[config.mk]
export PLATFORM = sky130hd
export DESIGN_NAME = fb_arbiter_flat
export DESIGN_NICKNAME = d
export VERILOG_FILES = /design/src/rtl/fb_arbiter_pkg.sv /design/src/rtl/fb_arbiter_if.sv /design/src/rtl/fb_wr_fifo.sv /design/src/rtl/fb_arbiter.sv /design/src/flat_wrapper.sv
export SDC_FILE = /design/constraint.sdc
export NUM_CORES = 1
export LEC_CHECK = 0
export BUFFER_PORTS_ARGS = -buffer_cell sky130_fd_sc_hd__buf_2
export CORE_AREA = 2 2 149 187
export DETAILED_ROUTE_END_ITERATION = 10
export DIE_AREA = 0 0 151 189
export GPL_ROUTABILITY_DRIVEN = 0
export GPL_TIMING_DRIVEN = 0
export PLACE_DENSITY = 0.66
export SLEW_MARGIN = 25
export SYNTH_ARGS = -nofsm -noshare
export SYNTH_HDL_FRONTEND = slang
export SYNTH_SLANG_ARGS = --single-unit
[constraint.sdc]
create_clock -name vga_clk -period 12.3 [get_ports vga_clk]
set_input_delay 1.845 -clock vga_clk [delete_from_list [all_inputs] [get_ports vga_clk]]
set_output_delay 1.845 -clock vga_clk [all_outputs]
set_load 0.02 [all_outputs]
[src/rtl/fb_arbiter_pkg.sv]
// ---------------------------------------------------------------------------
// fb_arbiter_pkg
// Shared definitions for the framebuffer arbiter slice: the image geometry,
// bus widths, the grant-state encoding and the write-FIFO entry layout.
// No ports (package).
// ---------------------------------------------------------------------------
package fb_arbiter_pkg;

    localparam int unsigned IMG_W    = 320;
    localparam int unsigned IMG_H    = 240;
    localparam int unsigned FB_WORDS = IMG_W * IMG_H;
    localparam int unsigned ADDR_W   = 17;
    localparam int unsigned DATA_W   = 16;

    // Which client owns the single RAM port in the current cycle
    typedef enum logic [1:0] {
        G_IDLE = 2'd0,
        G_RD   = 2'd1,
        G_WR   = 2'd2
    } grant_t;

    // One queued camera write: target word address plus RGB565 pixel
    typedef struct packed {
        logic [ADDR_W-1:0] addr;
        logic [DATA_W-1:0] data;
    } wr_entry_t;

    // True when a word address falls inside a framebuffer of 'words' entries
    function automatic logic addr_in_range(input logic [ADDR_W-1:0] a,
                                           input int unsigned words);
        return 32'(a) < words;
    endfunction

endpackage

[src/rtl/fb_arbiter_if.sv]
// ---------------------------------------------------------------------------
// fb_arbiter_if
// Bundles the three buses that meet at the arbiter:
//   read port   : rd_req, rd_addr -> rd_data          (VGA upscaler)
//   write port  : wr_valid, wr_addr, wr_data -> wr_ready (camera)
//   RAM port    : ram_en, ram_we, ram_addr, ram_wdata -> ram_rdata
// The 'slave' modport is the arbiter's view. The 'master' modport is the
// surrounding system (reader, camera and the RAM itself) seen as one agent.
// ---------------------------------------------------------------------------
interface fb_arbiter_if;
    import fb_arbiter_pkg::*;

    logic              rd_req;
    logic [ADDR_W-1:0] rd_addr;
    logic [DATA_W-1:0] rd_data;

    logic              wr_valid;
    logic              wr_ready;
    logic [ADDR_W-1:0] wr_addr;
    logic [DATA_W-1:0] wr_data;

    logic              ram_en;
    logic              ram_we;
    logic [ADDR_W-1:0] ram_addr;
    logic [DATA_W-1:0] ram_wdata;
    logic [DATA_W-1:0] ram_rdata;

    modport master (
        output rd_req, rd_addr, wr_valid, wr_addr, wr_data, ram_rdata,
        input  rd_data, wr_ready, ram_en, ram_we, ram_addr, ram_wdata
    );

    modport slave (
        input  rd_req, rd_addr, wr_valid, wr_addr, wr_data, ram_rdata,
        output rd_data, wr_ready, ram_en, ram_we, ram_addr, ram_wdata
    );

endinterface

[src/rtl/fb_wr_fifo.sv]
// ---------------------------------------------------------------------------
// fb_wr_fifo
// Small synchronous FIFO that buffers camera writes while the reader owns
// the RAM. Head entry is visible combinationally on dout.
// Ports:
//   clk, rst      : clock, synchronous active-high reset
//   push, din     : enqueue din (ignored when full)
//   pop, dout     : dequeue head (ignored when empty); dout is the head
//   full, empty   : occupancy flags
//   level         : entries held, 0..DEPTH
// ---------------------------------------------------------------------------
module fb_wr_fifo
    import fb_arbiter_pkg::*;
#(
    parameter  int unsigned DEPTH = 8,
    localparam int unsigned PTR_W = (DEPTH > 1) ? $clog2(DEPTH) : 1,
    localparam int unsigned LVL_W = $clog2(DEPTH + 1)
) (
    input  logic             clk,
    input  logic             rst,
    input  logic             push,
    input  logic             pop,
    input  wr_entry_t        din,
    output wr_entry_t        dout,
    output logic             full,
    output logic             empty,
    output logic [LVL_W-1:0] level
);

    wr_entry_t        mem [DEPTH];
    logic [PTR_W-1:0] wr_ptr;
    logic [PTR_W-1:0] rd_ptr;
    logic             do_push;
    logic             do_pop;

    assign do_push = push && !full;
    assign do_pop  = pop && !empty;
    assign full    = (level == LVL_W'(DEPTH));
    assign empty   = (level == '0);
    assign dout    = mem[rd_ptr];

    // Pointers wrap naturally because DEPTH is a power of two; the level
    // counter is what tells full from empty when the pointers coincide.
    always_ff @(posedge clk) begin
        if (rst) begin
            wr_ptr <= '0;
            rd_ptr <= '0;
            level  <= '0;
        end else begin
            if (do_push) begin
                wr_ptr <= wr_ptr + 1'b1;
            end
            if (do_pop) begin
                rd_ptr <= rd_ptr + 1'b1;
            end
            if (do_push && !do_pop) begin
                level <= level + 1'b1;
            end else if (do_pop && !do_push) begin
                level <= level - 1'b1;
            end
        end
    end

    // Storage needs no reset: only entries between the pointers are ever read
    always_ff @(posedge clk) begin
        if (do_push) begin
            mem[wr_ptr] <= din;
        end
    end

endmodule

[src/rtl/fb_arbiter.sv]
// ---------------------------------------------------------------------------
// fb_arbiter
// Shares one single-port framebuffer RAM between a VGA reader and a camera
// writer. The reader always wins and sees a fixed 2-cycle read latency;
// camera writes are queued in fb_wr_fifo and retired in idle read slots.
// Ports:
//   vga_clk     : sole clock
//   rst         : synchronous active-high reset
//   bus         : read, write and RAM buses (fb_arbiter_if.slave)
//   status_clr  : clears the sticky error flags
//   fifo_level  : write-FIFO occupancy, 0..FIFO_DEPTH
//   ovf_err     : sticky, camera offered a write while wr_ready was low
//   addr_err    : sticky, camera pushed an address outside the framebuffer
//   grant       : registered owner of the RAM port this cycle
// ---------------------------------------------------------------------------
module fb_arbiter
    import fb_arbiter_pkg::*;
#(
    parameter  int unsigned FB_WORDS   = fb_arbiter_pkg::FB_WORDS,
    parameter  int unsigned FIFO_DEPTH = 8,
    localparam int unsigned LVL_W      = $clog2(FIFO_DEPTH + 1)
) (
    input  logic             vga_clk,
    input  logic             rst,
    fb_arbiter_if.slave      bus,
    input  logic             status_clr,
    output logic [LVL_W-1:0] fifo_level,
    output logic             ovf_err,
    output logic             addr_err,
    output grant_t           grant
);

    logic      fifo_full;
    logic      fifo_empty;
    logic      addr_ok;
    logic      offer_ok;
    logic      push;
    logic      pop;
    wr_entry_t wr_in;
    wr_entry_t head;

    // Holding wr_ready low during reset keeps the camera from pushing into
    // a FIFO that is being cleared; it rises as soon as rst drops.
    assign bus.wr_ready = !rst && !fifo_full;
    assign addr_ok      = addr_in_range(bus.wr_addr, FB_WORDS);
    assign offer_ok     = bus.wr_valid && bus.wr_ready;
    assign push         = offer_ok && addr_ok;
    assign pop          = !bus.rd_req && !fifo_empty;
    assign wr_in        = '{addr: bus.wr_addr, data: bus.wr_data};

    // The RAM returns data one cycle after the registered request, so the
    // passthrough gives the reader its fixed 2-cycle latency.
    assign bus.rd_data  = bus.ram_rdata;

    fb_wr_fifo #(
        .DEPTH (FIFO_DEPTH)
    ) u_fifo (
        .clk   (vga_clk),
        .rst   (rst),
        .push  (push),
        .pop   (pop),
        .din   (wr_in),
        .dout  (head),
        .full  (fifo_full),
        .empty (fifo_empty),
        .level (fifo_level)
    );

    // Grant FSM with registered RAM controls. Reader first, then queued
    // writes, else idle. Address/data are left untouched in idle so the RAM
    // pins do not toggle needlessly.
    always_ff @(posedge vga_clk) begin
        if (rst) begin
            grant         <= G_IDLE;
            bus.ram_en    <= 1'b0;
            bus.ram_we    <= 1'b0;
            bus.ram_addr  <= '0;
            bus.ram_wdata <= '0;
        end else if (bus.rd_req) begin
            grant         <= G_RD;
            bus.ram_en    <= 1'b1;
            bus.ram_we    <= 1'b0;
            bus.ram_addr  <= bus.rd_addr;
        end else if (!fifo_empty) begin
            grant         <= G_WR;
            bus.ram_en    <= 1'b1;
            bus.ram_we    <= 1'b1;
            bus.ram_addr  <= head.addr;
            bus.ram_wdata <= head.data;
        end else begin
            grant         <= G_IDLE;
            bus.ram_en    <= 1'b0;
            bus.ram_we    <= 1'b0;
        end
    end

    // Sticky error flags; a new error in the same cycle as status_clr wins
    always_ff @(posedge vga_clk) begin
        if (rst) begin
            ovf_err  <= 1'b0;
            addr_err <= 1'b0;
        end else begin
            if (bus.wr_valid && !bus.wr_ready) begin
                ovf_err <= 1'b1;
            end else if (status_clr) begin
                ovf_err <= 1'b0;
            end
            if (offer_ok && !addr_ok) begin
                addr_err <= 1'b1;
            end else if (status_clr) begin
                addr_err <= 1'b0;
            end
        end
    end

endmodule
[src/flat_wrapper.sv]
// flat-port wrapper written by rule: the top's interface ports become plain ports
module fb_arbiter_flat import fb_arbiter_pkg::*;
#(
    parameter  int unsigned FB_WORDS   = fb_arbiter_pkg::FB_WORDS,
    parameter  int unsigned FIFO_DEPTH = 8,
    localparam int unsigned LVL_W      = $clog2(FIFO_DEPTH + 1)
)
  (vga_clk, rst, status_clr, fifo_level, ovf_err, addr_err, grant, bus_rd_req, bus_rd_addr, bus_wr_valid, bus_wr_addr, bus_wr_data, bus_ram_rdata, bus_rd_data, bus_wr_ready, bus_ram_en, bus_ram_we, bus_ram_addr, bus_ram_wdata);
  fb_arbiter_if bus_i ();
  input  logic vga_clk;
  input  logic rst;
  input  logic status_clr;
  output logic [LVL_W-1:0] fifo_level;
  output logic ovf_err;
  output logic addr_err;
  output grant_t grant;
  input wire logic [$bits(bus_i.rd_req)-1:0] bus_rd_req;
  input wire logic [$bits(bus_i.rd_addr)-1:0] bus_rd_addr;
  input wire logic [$bits(bus_i.wr_valid)-1:0] bus_wr_valid;
  input wire logic [$bits(bus_i.wr_addr)-1:0] bus_wr_addr;
  input wire logic [$bits(bus_i.wr_data)-1:0] bus_wr_data;
  input wire logic [$bits(bus_i.ram_rdata)-1:0] bus_ram_rdata;
  output wire logic [$bits(bus_i.rd_data)-1:0] bus_rd_data;
  output wire logic [$bits(bus_i.wr_ready)-1:0] bus_wr_ready;
  output wire logic [$bits(bus_i.ram_en)-1:0] bus_ram_en;
  output wire logic [$bits(bus_i.ram_we)-1:0] bus_ram_we;
  output wire logic [$bits(bus_i.ram_addr)-1:0] bus_ram_addr;
  output wire logic [$bits(bus_i.ram_wdata)-1:0] bus_ram_wdata;
  assign bus_i.rd_req = bus_rd_req;
  assign bus_i.rd_addr = bus_rd_addr;
  assign bus_i.wr_valid = bus_wr_valid;
  assign bus_i.wr_addr = bus_wr_addr;
  assign bus_i.wr_data = bus_wr_data;
  assign bus_i.ram_rdata = bus_ram_rdata;
  assign bus_rd_data = bus_i.rd_data;
  assign bus_wr_ready = bus_i.wr_ready;
  assign bus_ram_en = bus_i.ram_en;
  assign bus_ram_we = bus_i.ram_we;
  assign bus_ram_addr = bus_i.ram_addr;
  assign bus_ram_wdata = bus_i.ram_wdata;
  fb_arbiter #(.FB_WORDS(FB_WORDS), .FIFO_DEPTH(FIFO_DEPTH)) u_core (.vga_clk(vga_clk), .rst(rst), .bus(bus_i), .status_clr(status_clr), .fifo_level(fifo_level), .ovf_err(ovf_err), .addr_err(addr_err), .grant(grant));
endmodule
==> flow_summary.json <==
{
  "yosysUniqueCellTypes": 42,
  "yosysSeqAreaShare_pct": 75.3,
  "num_rows": 67,
  "dieWidth_um": 151,
  "fmax_mhz": 196,
  "skew_ps": 24.4,
  "grt_usage_pct": 18.9,
  "clockBufferDepth": 3,
  "multi_input_area_um2": 2680,
  "setup_viol": 0,
  "post_cts_resized": 0,
  "syn_area_um2": 11900,
  "vias": 6350,
  "clock_tree.root_cell": "clkbuf_16",
  "critPathArrivalTime_ps": 3260,
  "dieArea_um2": 28500,
  "final_util_pct": 53.2,
  "hold_path_startpoint": "u_core.bus.ram_wdata[14]$_SDFFE_PP0P_",
  "postCtsSetupRepairBufs": 0,
  "start_kind": "input port",
  "pin_count": 131,
  "ir_worst_vdd_v": 0.000135,
  "seqCellArea_um2": 8950,
  "grt_antenna_before_repair": 2,
  "cts_hold_buf": 0,
  "gr-total-overflow": 0,
  "syn-instance-count": 615,
  "clk_latency_ps": 550,
  "rsz0062_at_grt": "false",
  "relSlewSlack_pct": 31.6,
  "synth-seq-cells": 315,
  "n_fill_cell": 2152,
  "drt_iter0_drc": 518,
  "yosys.area.top_type_share_pct": 66.7,
  "cts_tree": "built",
  "ys_warn_count": 0,
  "layout_commonest_cell": "edfxtp_1",
  "min_path_type": "reg2reg",
  "cp.required_ps": 10450,
  "nets": 854,
  "area_delta_synth_final_pct": 19.2,
  "antenna_left": 0,
  "die_h_um": 189,
  "start_util_pct": 44.6,
  "cts_buffers": 29,
  "syn-num-nets": 692,
  "drt-vias-per-instance": 5.54,
  "final.period_utilization_pct": 41.5,
  "grt_pass1_vias": 6725,
  "synthArstFlopShare_pct": 0,
  "drc": 0,
  "core_region_area_um2": 26700,
  "synth_edf_count": 264,
  "finalSetupTns_ps": 0,
  "powerDensity_nw_per_um2": 195,
  "clk_pin_slew_ps": 60,
  "synth_area_leader_cell": "edfxtp_1",
  "p_leak_nw": 4.88,
  "port_buffers": 114,
  "slew_violations": 0,
  "dr.pass1.iters": 4,
  "synth.avg_cell_area_um2": 19.3,
  "cts_max_level": 1,
  "most-common-layout-cells": "edfxtp_1, buf_2, mux4_2",
  "finalCriticalPeriod_ps": 5100,
  "wire_per_inst_um": 23.0,
  "cp_max_fo": 10,
  "hpwl_um": 17400,
  "grt_pass1_wl_um": 40000,
  "cts_sinks": 315,
  "hold_viol": 0,
  "drive_gt1_share_pct": 37.8,
  "synth-main-ff-cell": "edfxtp_1",
  "worstReg2RegStart": "u_core.u_fifo.level[0]$_SDFFE_PP0P_",
  "end_kind": "output port",
  "criticalPathCategory": "in2out",
  "worstMarginPinSlew_ps": 1020,
  "cap_violations": 0,
  "status": "completed",
  "startpoint": "rst",
  "grt_start_max_net_pins": 20,
  "synthTopCellsByArea": "edfxtp_1, mux4_2, dfxtp_1",
  "wirelength_um": 26400
}
-- cell families after synthesis --
family / Yosys count / share of synthesized area [%]
AO/OA/AOI/OAI: 55 / 3.36
XOR/XNOR: 4 / 0.295
adder cells (fa/ha/maj): 6 / 0.695
buffers and inverters: 54 / 2.63
flip-flops: 315 / 75.3
multiplexers: 77 / 13.4
AND/OR/NAND/NOR: 104 / 4.33
-- power by group --
part,internal [mW],leakage (nW),switching (mW)
registers,1.21,2.80,0.0377
logic,0.268,1.60,0.334
clock network,0.529,0.483,0.383
-- critical path, stage by stage --
cell	delay (ps)
buf_2	150
clkbuf_1	500
buf_1	490
nor2_1	90
buf_2	170
-- layer usage --
| metal | up-vias | share of wire [%] | global-route usage (%) |
|---|---|---|---|
| met5 | - | 0 | 0 |
| met4 | 0 | 1.6 | 4.17 |
| met3 | 38 | 6.2 | 3.61 |
| met2 | 215 | 51 | 32.1 |
| met1 | 3296 | 41 | 25.4 |
| li1 | 2801 | - | - |
-- Yosys cell counts, drive strengths merged (2+ instances only) --
library cell,instances
a21oi,4
a22oi,9
buf,34
clkbuf,13
dfxtp,51
edfxtp,264
ha,5
inv,7
mux2i,10
mux4,66
nand2,4
nand2b,4
nand3,6
nor2,47
nor2b,2
nor3,34
o21ai,3
o221a,8
o22ai,25
xnor2,2
xor2,2
-- final timing paths --
| path | to | slack, ps | depth (start not counted) |
|---|---|---|---|
| worst max-delay path | bus_wr_ready | 7200 | 5 |
| worst min-delay path | u_core.bus.ram_wdata[14]$_SDFFE_PP0P_ | 500 | 2 |
| worst max register to register | u_core.u_fifo.level[3]$_SDFFE_PP0P_ | 9030 | 10 |
| worst min register to register | u_core.bus.ram_wdata[14]$_SDFFE_PP0P_ | 500 | 2 |
-- layout make-up --
class                      instances  area share, %
clock buffer                      38           5.71
multi-input combinational        246           18.9
sequential                       315           63.1
tap                              345           3.05
clock inverter                    16           1.23
inverter                           7          0.185
buffer                            47           2.02
timing repair buffer             131           5.70
antenna                            2         0.0353
-- state kept, by name (all words and copies together), names as in the netlist, named ones only --
register and flops:
u_core.bus.ram_en 1, u_core.u_fifo.rd_ptr 3, u_core.u_fifo.level 4, u_core.ovf_err 1, u_core.bus.ram_wdata 16, u_core.u_fifo.wr_ptr 3
u_core.u_fifo.mem 264, u_core.grant 2, u_core.addr_err 1, u_core.bus.ram_addr 17
-- per-stage QoR --
stage          power (mW)  worst slack [ps]  instance area (um^2)  hold WS, ps  std cells
2_1_floorplan        1.70              6840                 11900          454        615
3_3_place_gp         1.87              4000                 12900          473       1074
3_5_place_dp         1.88              7200                 13200          489       1091
4_1_cts              2.79              7190                 14200          499       1145
5_1_grt              2.89              7080                 14200          512       1145
6_report             2.76              7200                 14200          499       1147
(Power assumes the default switching activity.)
